File: config.mk
export PLATFORM = sky130hd
export DESIGN_NAME = mgt_01_booth_multiplier_flat
export DESIGN_NICKNAME = d
export VERILOG_FILES = /design/src/rtl/mgt_01_booth_multiplier_if.sv /design/src/rtl/mgt_01_booth_multiplier.sv /design/src/flat_wrapper.sv
export SDC_FILE = /design/constraint.sdc
export NUM_CORES = 1
export LEC_CHECK = 0
export BUFFER_PORTS_ARGS = -buffer_cell sky130_fd_sc_hd__buf_2
export CORE_MARGIN = 2
export CORE_UTILIZATION = 59
export DETAILED_ROUTE_END_ITERATION = 7
export MAX_ROUTING_LAYER = met4
export PLACE_DENSITY = 0.81
export RECOVER_POWER = 50
export SLEW_MARGIN = 20
export SYNTH_ARGS = -nofsm -noshare
export SYNTH_HDL_FRONTEND = slang
export SYNTH_SLANG_ARGS = --single-unit
File: constraint.sdc
create_clock -name clk_i -period 4.3 [get_ports clk_i]
set_input_delay 0.43 -clock clk_i [delete_from_list [all_inputs] [get_ports clk_i]]
set_output_delay 0.43 -clock clk_i [all_outputs]
set_load 0.01 [all_outputs]
File: src/rtl/mgt_01_booth_multiplier_if.sv
// Request/result bundle for the iterative Booth multiplier.
interface mgt_01_booth_multiplier_if #(
  parameter int XLEN = 32
);
  logic            start_i;
  logic [1:0]      op_i;
  logic [XLEN-1:0] multiplicand_i;
  logic [XLEN-1:0] multiplier_i;
  logic [XLEN-1:0] product_o;
  logic            valid_o;
  logic            busy_o;

  modport master (
    output start_i, op_i, multiplicand_i, multiplier_i,
    input  product_o, valid_o, busy_o
  );

  modport slave (
    input  start_i, op_i, multiplicand_i, multiplier_i,
    output product_o, valid_o, busy_o
  );
endinterface

File: src/rtl/mgt_01_booth_multiplier.sv
// Iterative radix-2 Booth multiplier for RV32M MUL/MULH/MULHSU/MULHU.
// Optional MGT_01_MUL_ZERO_SKIP_EN: a zero operand bypasses the iteration loop.
//
// state    | meaning
// IDLE     | waiting for start_i
// MULTIPLY | one Booth step per enabled cycle, counter 0..XLEN
// FINALIZE | select product half into the result register
// VALID    | result strobe for one enabled cycle
module mgt_01_booth_multiplier #(
  parameter int XLEN = 32
) (
  input  logic                          clk_i,
  input  logic                          rst_n_i,
  input  logic                          clk_en_i,
  mgt_01_booth_multiplier_if.slave      bus
);

  localparam int CW = $clog2(XLEN + 1);

  typedef enum logic [1:0] {
    IDLE     = 2'd0,
    MULTIPLY = 2'd1,
    FINALIZE = 2'd2,
    VALID    = 2'd3
  } state_t;

  state_t          state;
  logic [CW-1:0]   cnt;
  logic [XLEN+1:0] p;
  logic [XLEN:0]   a;
  logic            q_m1;
  logic [XLEN:0]   mcand;
  logic [1:0]      op_q;
  logic [XLEN-1:0] product_q;
  logic            valid_q;
  logic            busy_q;

  logic [XLEN:0]     mcand_ext_in;
  logic [XLEN:0]     mplier_ext_in;
  logic [XLEN+1:0]   mcand_wide;
  logic [XLEN+1:0]   p_sum;
  logic [2*XLEN-1:0] prod_full;

  // MULHU treats rs1 as unsigned; MULHSU and MULHU treat rs2 as unsigned.
  assign mcand_ext_in  = {(bus.op_i != 2'b11) & bus.multiplicand_i[XLEN-1], bus.multiplicand_i};
  assign mplier_ext_in = {~bus.op_i[1] & bus.multiplier_i[XLEN-1], bus.multiplier_i};
  assign mcand_wide    = {mcand[XLEN], mcand};
  assign prod_full     = {p[XLEN-2:0], a};

  always_comb begin
    p_sum = p;
    case ({a[0], q_m1})
      2'b01:   p_sum = p + mcand_wide;
      2'b10:   p_sum = p - mcand_wide;
      default: p_sum = p;
    endcase
  end

  always_ff @(posedge clk_i or negedge rst_n_i) begin
    if (!rst_n_i) begin
      state     <= IDLE;
      cnt       <= '0;
      p         <= '0;
      a         <= '0;
      q_m1      <= 1'b0;
      mcand     <= '0;
      op_q      <= 2'b00;
      product_q <= '0;
      valid_q   <= 1'b0;
      busy_q    <= 1'b0;
    end else if (clk_en_i) begin
      case (state)
        IDLE: begin
          if (bus.start_i) begin
            mcand  <= mcand_ext_in;
            op_q   <= bus.op_i;
            p      <= '0;
            a      <= mplier_ext_in;
            q_m1   <= 1'b0;
            cnt    <= '0;
            busy_q <= 1'b1;
`ifdef MGT_01_MUL_ZERO_SKIP_EN
            if ((bus.multiplicand_i == '0) || (bus.multiplier_i == '0)) begin
              a     <= '0;
              state <= FINALIZE;
            end else begin
              state <= MULTIPLY;
            end
`else
            state  <= MULTIPLY;
`endif
          end
        end
        MULTIPLY: begin
          p    <= {p_sum[XLEN+1], p_sum[XLEN+1:1]};
          a    <= {p_sum[0], a[XLEN:1]};
          q_m1 <= a[0];
          if (cnt == CW'(XLEN)) begin
            cnt   <= '0;
            state <= FINALIZE;
          end else begin
            cnt <= cnt + 1'b1;
          end
        end
        FINALIZE: begin
          product_q <= (op_q == 2'b00) ? prod_full[XLEN-1:0] : prod_full[2*XLEN-1:XLEN];
          valid_q   <= 1'b1;
          state     <= VALID;
        end
        VALID: begin
          valid_q <= 1'b0;
          busy_q  <= 1'b0;
          state   <= IDLE;
        end
        default: state <= IDLE;
      endcase
    end
  end

  assign bus.product_o = product_q;
  assign bus.valid_o   = valid_q;
  assign bus.busy_o    = busy_q;

endmodule
File: src/flat_wrapper.sv
// flat-port wrapper written by rule: the top's interface ports become plain ports
module mgt_01_booth_multiplier_flat 
#(
  parameter int XLEN = 32
)
  (clk_i, rst_n_i, clk_en_i, bus_start_i, bus_op_i, bus_multiplicand_i, bus_multiplier_i, bus_product_o, bus_valid_o, bus_busy_o);
  mgt_01_booth_multiplier_if #(.XLEN(XLEN)) bus_i ();
  input  logic clk_i;
  input  logic rst_n_i;
  input  logic clk_en_i;
  input wire logic [$bits(bus_i.start_i)-1:0] bus_start_i;
  input wire logic [$bits(bus_i.op_i)-1:0] bus_op_i;
  input wire logic [$bits(bus_i.multiplicand_i)-1:0] bus_multiplicand_i;
  input wire logic [$bits(bus_i.multiplier_i)-1:0] bus_multiplier_i;
  output wire logic [$bits(bus_i.product_o)-1:0] bus_product_o;
  output wire logic [$bits(bus_i.valid_o)-1:0] bus_valid_o;
  output wire logic [$bits(bus_i.busy_o)-1:0] bus_busy_o;
  assign bus_i.start_i = bus_start_i;
  assign bus_i.op_i = bus_op_i;
  assign bus_i.multiplicand_i = bus_multiplicand_i;
  assign bus_i.multiplier_i = bus_multiplier_i;
  assign bus_product_o = bus_i.product_o;
  assign bus_valid_o = bus_i.valid_o;
  assign bus_busy_o = bus_i.busy_o;
  mgt_01_booth_multiplier #(.XLEN(XLEN)) u_core (.clk_i(clk_i), .rst_n_i(rst_n_i), .clk_en_i(clk_en_i), .bus(bus_i));
endmodule
Word-level counts from Yosys, hierarchy flattened
Cells that the tools add are included.

Bits of input ports: 70. RAM bits: 0. Output and inout port bits: 34. Bits in registers: 145. Bits in read-only memories: 0. Bits in latches: 0. Word-level logic and storage cells: 53. Memories kept: 0.

Eq/ne operators: 9. Mux-type cells: 17. Shift operators: 0. Bitwise logic cells: 3. Reductions and logical operators: 11. Div/mod/pow operators: 0. Order comparisons: 0. Add/sub/neg operators: 3. Multipliers: 0.

Operators with widths (count): case mux 34 bit (2 select lines) (2); case mux 33 bit (2 select lines) (1); adder 34 bit (1); 2-to-1 mux 34 bit (1); subtractor 34 bit (1); 2-to-1 mux 33 bit (1); 2-to-1 mux 32 bit (1); 2-to-1 mux 6 bit (2); case mux 6 bit (2 select lines) (1); AND reduction 3 bit (4); case mux 2 bit (4 select lines) (1); adder 6 x 1 -> 6 bit (second input constant) (1); equality test 2 bit (second input constant) (3); equality test 6 bit (second input constant) (1); case mux 1 bit (2 select lines) (3); nonzero test 2 bit (3); equality test 2 x 1 -> 1 bit (second input constant) (2); zero test 2 bit (2); 2-to-1 mux 2 bit (2); != test 2 bit (second input constant) (2); AND reduction 2 bit (2); AND 1 bit (2); 2-to-1 mux 1 bit (2); != test 2 x 1 -> 1 bit (second input constant) (1); NOT 1 bit (1).

Longest topological paths before layout
Depth in word-level cells: 4. Gate-level depth with buffers: 18. Depth with buffers taken out: 17.

Worst setup path after synthesis
Ideal clock, no wire load.

Path type: reg2reg. Start point: register u_core.mcand[8]. End point: register u_core.p[32]. Path buffers: 1. Stages on the path, launching flop included: 16. Required time: 4179 ps. Period minus slack after synthesis: 3860 ps. Slack: 440 ps. Library setup time: 121 ps. Arrival: 3739 ps. Cell sequence: dfrtp_1 > or3_4 > or3_4 > nor3_4 > nor3b_4 > a21oi_1 > xnor2_1 > ha_1 > clkbuf_1 > and3_1 > a221o_1 > a221oi_4 > o21ai_4 > xor2_1 > o21ai_1 > a22o_1.

Longest elaborated chain between the ends: 3. Elaborated cells on any way between the ends: 4. Classes of those cells: 2 x add/sub; 2 x mux.

RTL lines: from (decl) (RTL line mgt_01_booth_multiplier.sv:32) `logic [XLEN:0] mcand;`; from (signal assigned) (RTL line mgt_01_booth_multiplier.sv:75) `mcand <= mcand_ext_in;`; subtractor 34 bit or adder 34 bit (tied branches) (RTL line mgt_01_booth_multiplier.sv:54, mgt_01_booth_multiplier.sv:53); case mux 34 bit (2 select lines) (*) (RTL line mgt_01_booth_multiplier.sv:52) `case ({a[0], q_m1})`; case mux 34 bit (2 select lines) (*) (RTL line mgt_01_booth_multiplier.sv:72) `case (state)`; to (signal assigned) (RTL line mgt_01_booth_multiplier.sv:95) `p <= {p_sum[XLEN+1], p_sum[XLEN+1:1]};`; to (decl) (RTL line mgt_01_booth_multiplier.sv:29) `logic [XLEN+1:0] p;`.

Mark *: on every way between the ends. The rest lies on a longest branch, timed or not. A chain may end at the register's enable or synchronous reset.

Worst setup path in the final report
Same ends and word-level chain as after synthesis.

==> out/metrics.cfg <==
[clock_network]
clk_pin_slew_worst_paths_ps = 70
clock_latency_ps = 430
clockBufferDepth = 2
cts.htree.levels = 4
clkSinkCount = 144
cts_buffers = 17
cts_root_buffer = clkbuf_16
cts_tree = built

[status]
violations = max-capacitance violations, max-slew violations
status = finished with violations

[sta]
setup_ws_ps = 185
clock.fmax_mhz = 243
tightest_slew_ps = 3250
relSlewSlack = -1.17
hold_viol_final = 0
finalSetupTns_ps = 0
period_share = 0.957
min_period_ps = 4120
finalMaxSlewViolations = 127
setup_viol = 0
rsz0062_at_grt = true
fin_skew_ps = 8.35

[layout]
fill_cells = 1145
drive_gt1_frac = 0.166
seqCellArea_um2 = 3600
final_cells = 1219
stdcell_area_um2 = 10100
area_growth_pct = 14.1
multi_input_area_um2 = 4950
post-route-util = 0.690
fin_nets = 1134
n_antenna_cell = 0

[floorplanning]
die_height_um = 126
io_pins = 104
core-area_um2 = 14600
rows = 44
fp.dieArea_um2 = 15900
die_w_um = 126
start_util = 0.604

[logic_synthesis]
ys_ff_latch = 144
synth.net_count = 1044
synth_edf_count = 0
ys_types = 67
synth_top_flop_cell = dfrtp_1
netlist_area_um2 = 8810
syn_area_per_cell_um2 = 9.46
synthDominantCellAreaShare = 0.409
netlist_instances = 932
yosys_warnings = 0
seq_area_frac_synth = 0.409
synth_async_sr_flop_share = 1.00
yosysTopAreaCell = dfrtp_1
synth_area_leaders = dfrtp_1 41%, mux2i_1 7.6%, ha_1 5.8%, a21oi_1 4.9%, xnor2_1 4.6%

[placed_design]
gp_congestion = 0.922
portBuffers = 103
place_inst = 1185
dp_hpwl_mm = 14.7
place_area_um2 = 9480
place_ws_ps = 215

[worst_setup_path]
r2r-start = u_core.mcand[8]$_DFFE_PN0P_
cp.required_ps = 4610
critPathSlowestCell = dfrtp_1
reg2reg_slack_ps = 180
worst_r2r_path_depth = 14
r2r-end = u_core.p[32]$_DFFE_PN0P_
critPathMostFrequentCell = or3_4
crit_fanout = 7
crit_path_start_kind = flop
crit_path_end = u_core.p[32]$_DFFE_PN0P_
path_class = reg -> reg
crit_chain = or3_4 > or3_4 > nor3_4 > nor3b_4 > a21oi_1 > xnor2_1 > ha_1 > and3_1 > a221o_1 > a221oi_4 > o21ai_4 > xor2_1 > o21ai_1 > a22o_1
crit_path_end_kind = flop
cp.arrival_ps = 4430
startpoint = u_core.mcand[8]$_DFFE_PN0P_
max_stage_delay_ps = 420

[global_routing]
grt_pass1_wl_mm = 34.3
grt_overflow = 0
grt_usage = 0.274
first_global_vias = 6912
antenna_found_initial = 0
grt_max_degree = 66

[drt]
drtIter0Drc = 546
via_per_inst = 5.89
vias = 7177
drtPass1Iterations = 6
ant_nets = 0
routed_wl_mm = 20.4
drcViolationCount = 0
wl_per_cell_um = 16.7

[pwr]
p_leak_nw = 4.61
ir_drop_v = 0.000403
power_density_nw_per_um2 = 944

[hold_path]
hp-class = in -> reg

[job]
drv_cap = 2

==> how the worst min path moves through the flow <==
| stage | slack, ps | from | endpoint | cells after the start |
|---|---|---|---|---|
| 2_1_floorplan | 130 | rst_n_i | u_core.a[0]$_DFFE_PN0P_ | 0 |
| 3_3_place_gp | 450 | rst_n_i | u_core.mcand[3]$_DFFE_PN0P_ | 1 |
| 3_5_place_dp | 450 | rst_n_i | u_core.mcand[5]$_DFFE_PN0P_ | 1 |
| 4_1_cts | 220 | bus_multiplicand_i[28] | u_core.mcand[28]$_DFFE_PN0P_ | 2 |
| 5_1_grt | 220 | bus_multiplicand_i[2] | u_core.mcand[2]$_DFFE_PN0P_ | 2 |
| 6_report | 230 | bus_multiplicand_i[28] | u_core.mcand[28]$_DFFE_PN0P_ | 2 |
==> per-layer routing <==
layer	global-route usage	vias to the layer above	wire length [um]
met3	0.0480	23	1090
met5	-	-	0
met4	0.0698	0	215
met1	0.393	3400	9990
li1	-	3536	-
met2	0.408	218	9120
==> synth_stat cells (all sizes together) (5+ instances only) <==
master and n:
xnor2 46, nand2 78, nand3 17, or3 5, a31oi 5, o21a 5
and3 7, o21ai 97, nand4 6, a22oi 17, nor3 16, ha 41
buf 6, mux2 35, nor4 5, nor2 82, a21oi 88, clkbuf 42
a21o 21, xor2 15, nor2b 8, nand2b 7, inv 21, mux2i 67
dfrtp 144
==> critical path: cells and delay by family, from the launching register on <==
kind / cells / cell delay [ps]
simple gates: 5 / 1500
compound gates: 6 / 1310
flops: 1 / 420
xor+xnor: 2 / 420
fa+ha+maj: 1 / 350
==> placed cells by master, fill, tap and decap left out, types with 35 or more instances in the layout <==
cell      count
dfrtp_1     144
a21oi_1      85
nor2_1       81
nand2_1      76
o21ai_0      72
buf_2        68
mux2i_1      67
xnor2_1      46
ha_1         40
clkbuf_1     36
mux2_2       35
==> cell type report <==
type / count / area share
Timing Repair Buffer: 120 / 0.0598
Sequential cell: 144 / 0.358
Tap cell: 184 / 0.0229
Multi-Input combinational cell: 718 / 0.492
Inverter: 21 / 0.00783
Clock buffer: 19 / 0.0440
Clock inverter: 13 / 0.0148
==> what timing repair did <==
action                                  4_1_cts  5_1_grt
endpoints found under the hold margin         9        0
hold buffers                                  1        0
resized for setup                             0        3
endpoints found under the setup margin        0        3
setup buffers                                 0        1
==> sequential cells by signal (all words and copies together) (netlist names) <==
name                  count
u_core.bus.busy_o         1
u_core.cnt                6
u_core.op_q               2
u_core.bus.valid_o        1
u_core.mcand             33
u_core.state              2
u_core.p                 33
u_core.a                 33
u_core.bus.product_o     32
u_core.q_m1               1
==> power breakdown <==
part,switching (W),internal (W)
registers,0.000636,0.00197
logic,0.00307,0.00233
clock network,0.000610,0.000881
total,0.00431,0.00519
==> logic make-up after synthesis <==
group / after synthesis / share of synthesized area
AOI/OAI and AO/OA: 268 / 0.183
xor gates and xnor gates: 61 / 0.0606
DFF: 144 / 0.409
and+or+nand+nor: 245 / 0.133
muxes: 102 / 0.121
adders and majority gates: 42 / 0.0605
buffers and inverters: 70 / 0.0332
==> through the flow <==
stage	hold WS (ps)	total power (W)
after floorplan	134	0.00667
after global placement	452	0.00783
after detailed placement	447	0.00795
after CTS	221	0.00948
after global routing	222	0.0103
final	227	0.00950
Note: power is estimated with default switching activity, not from simulation.
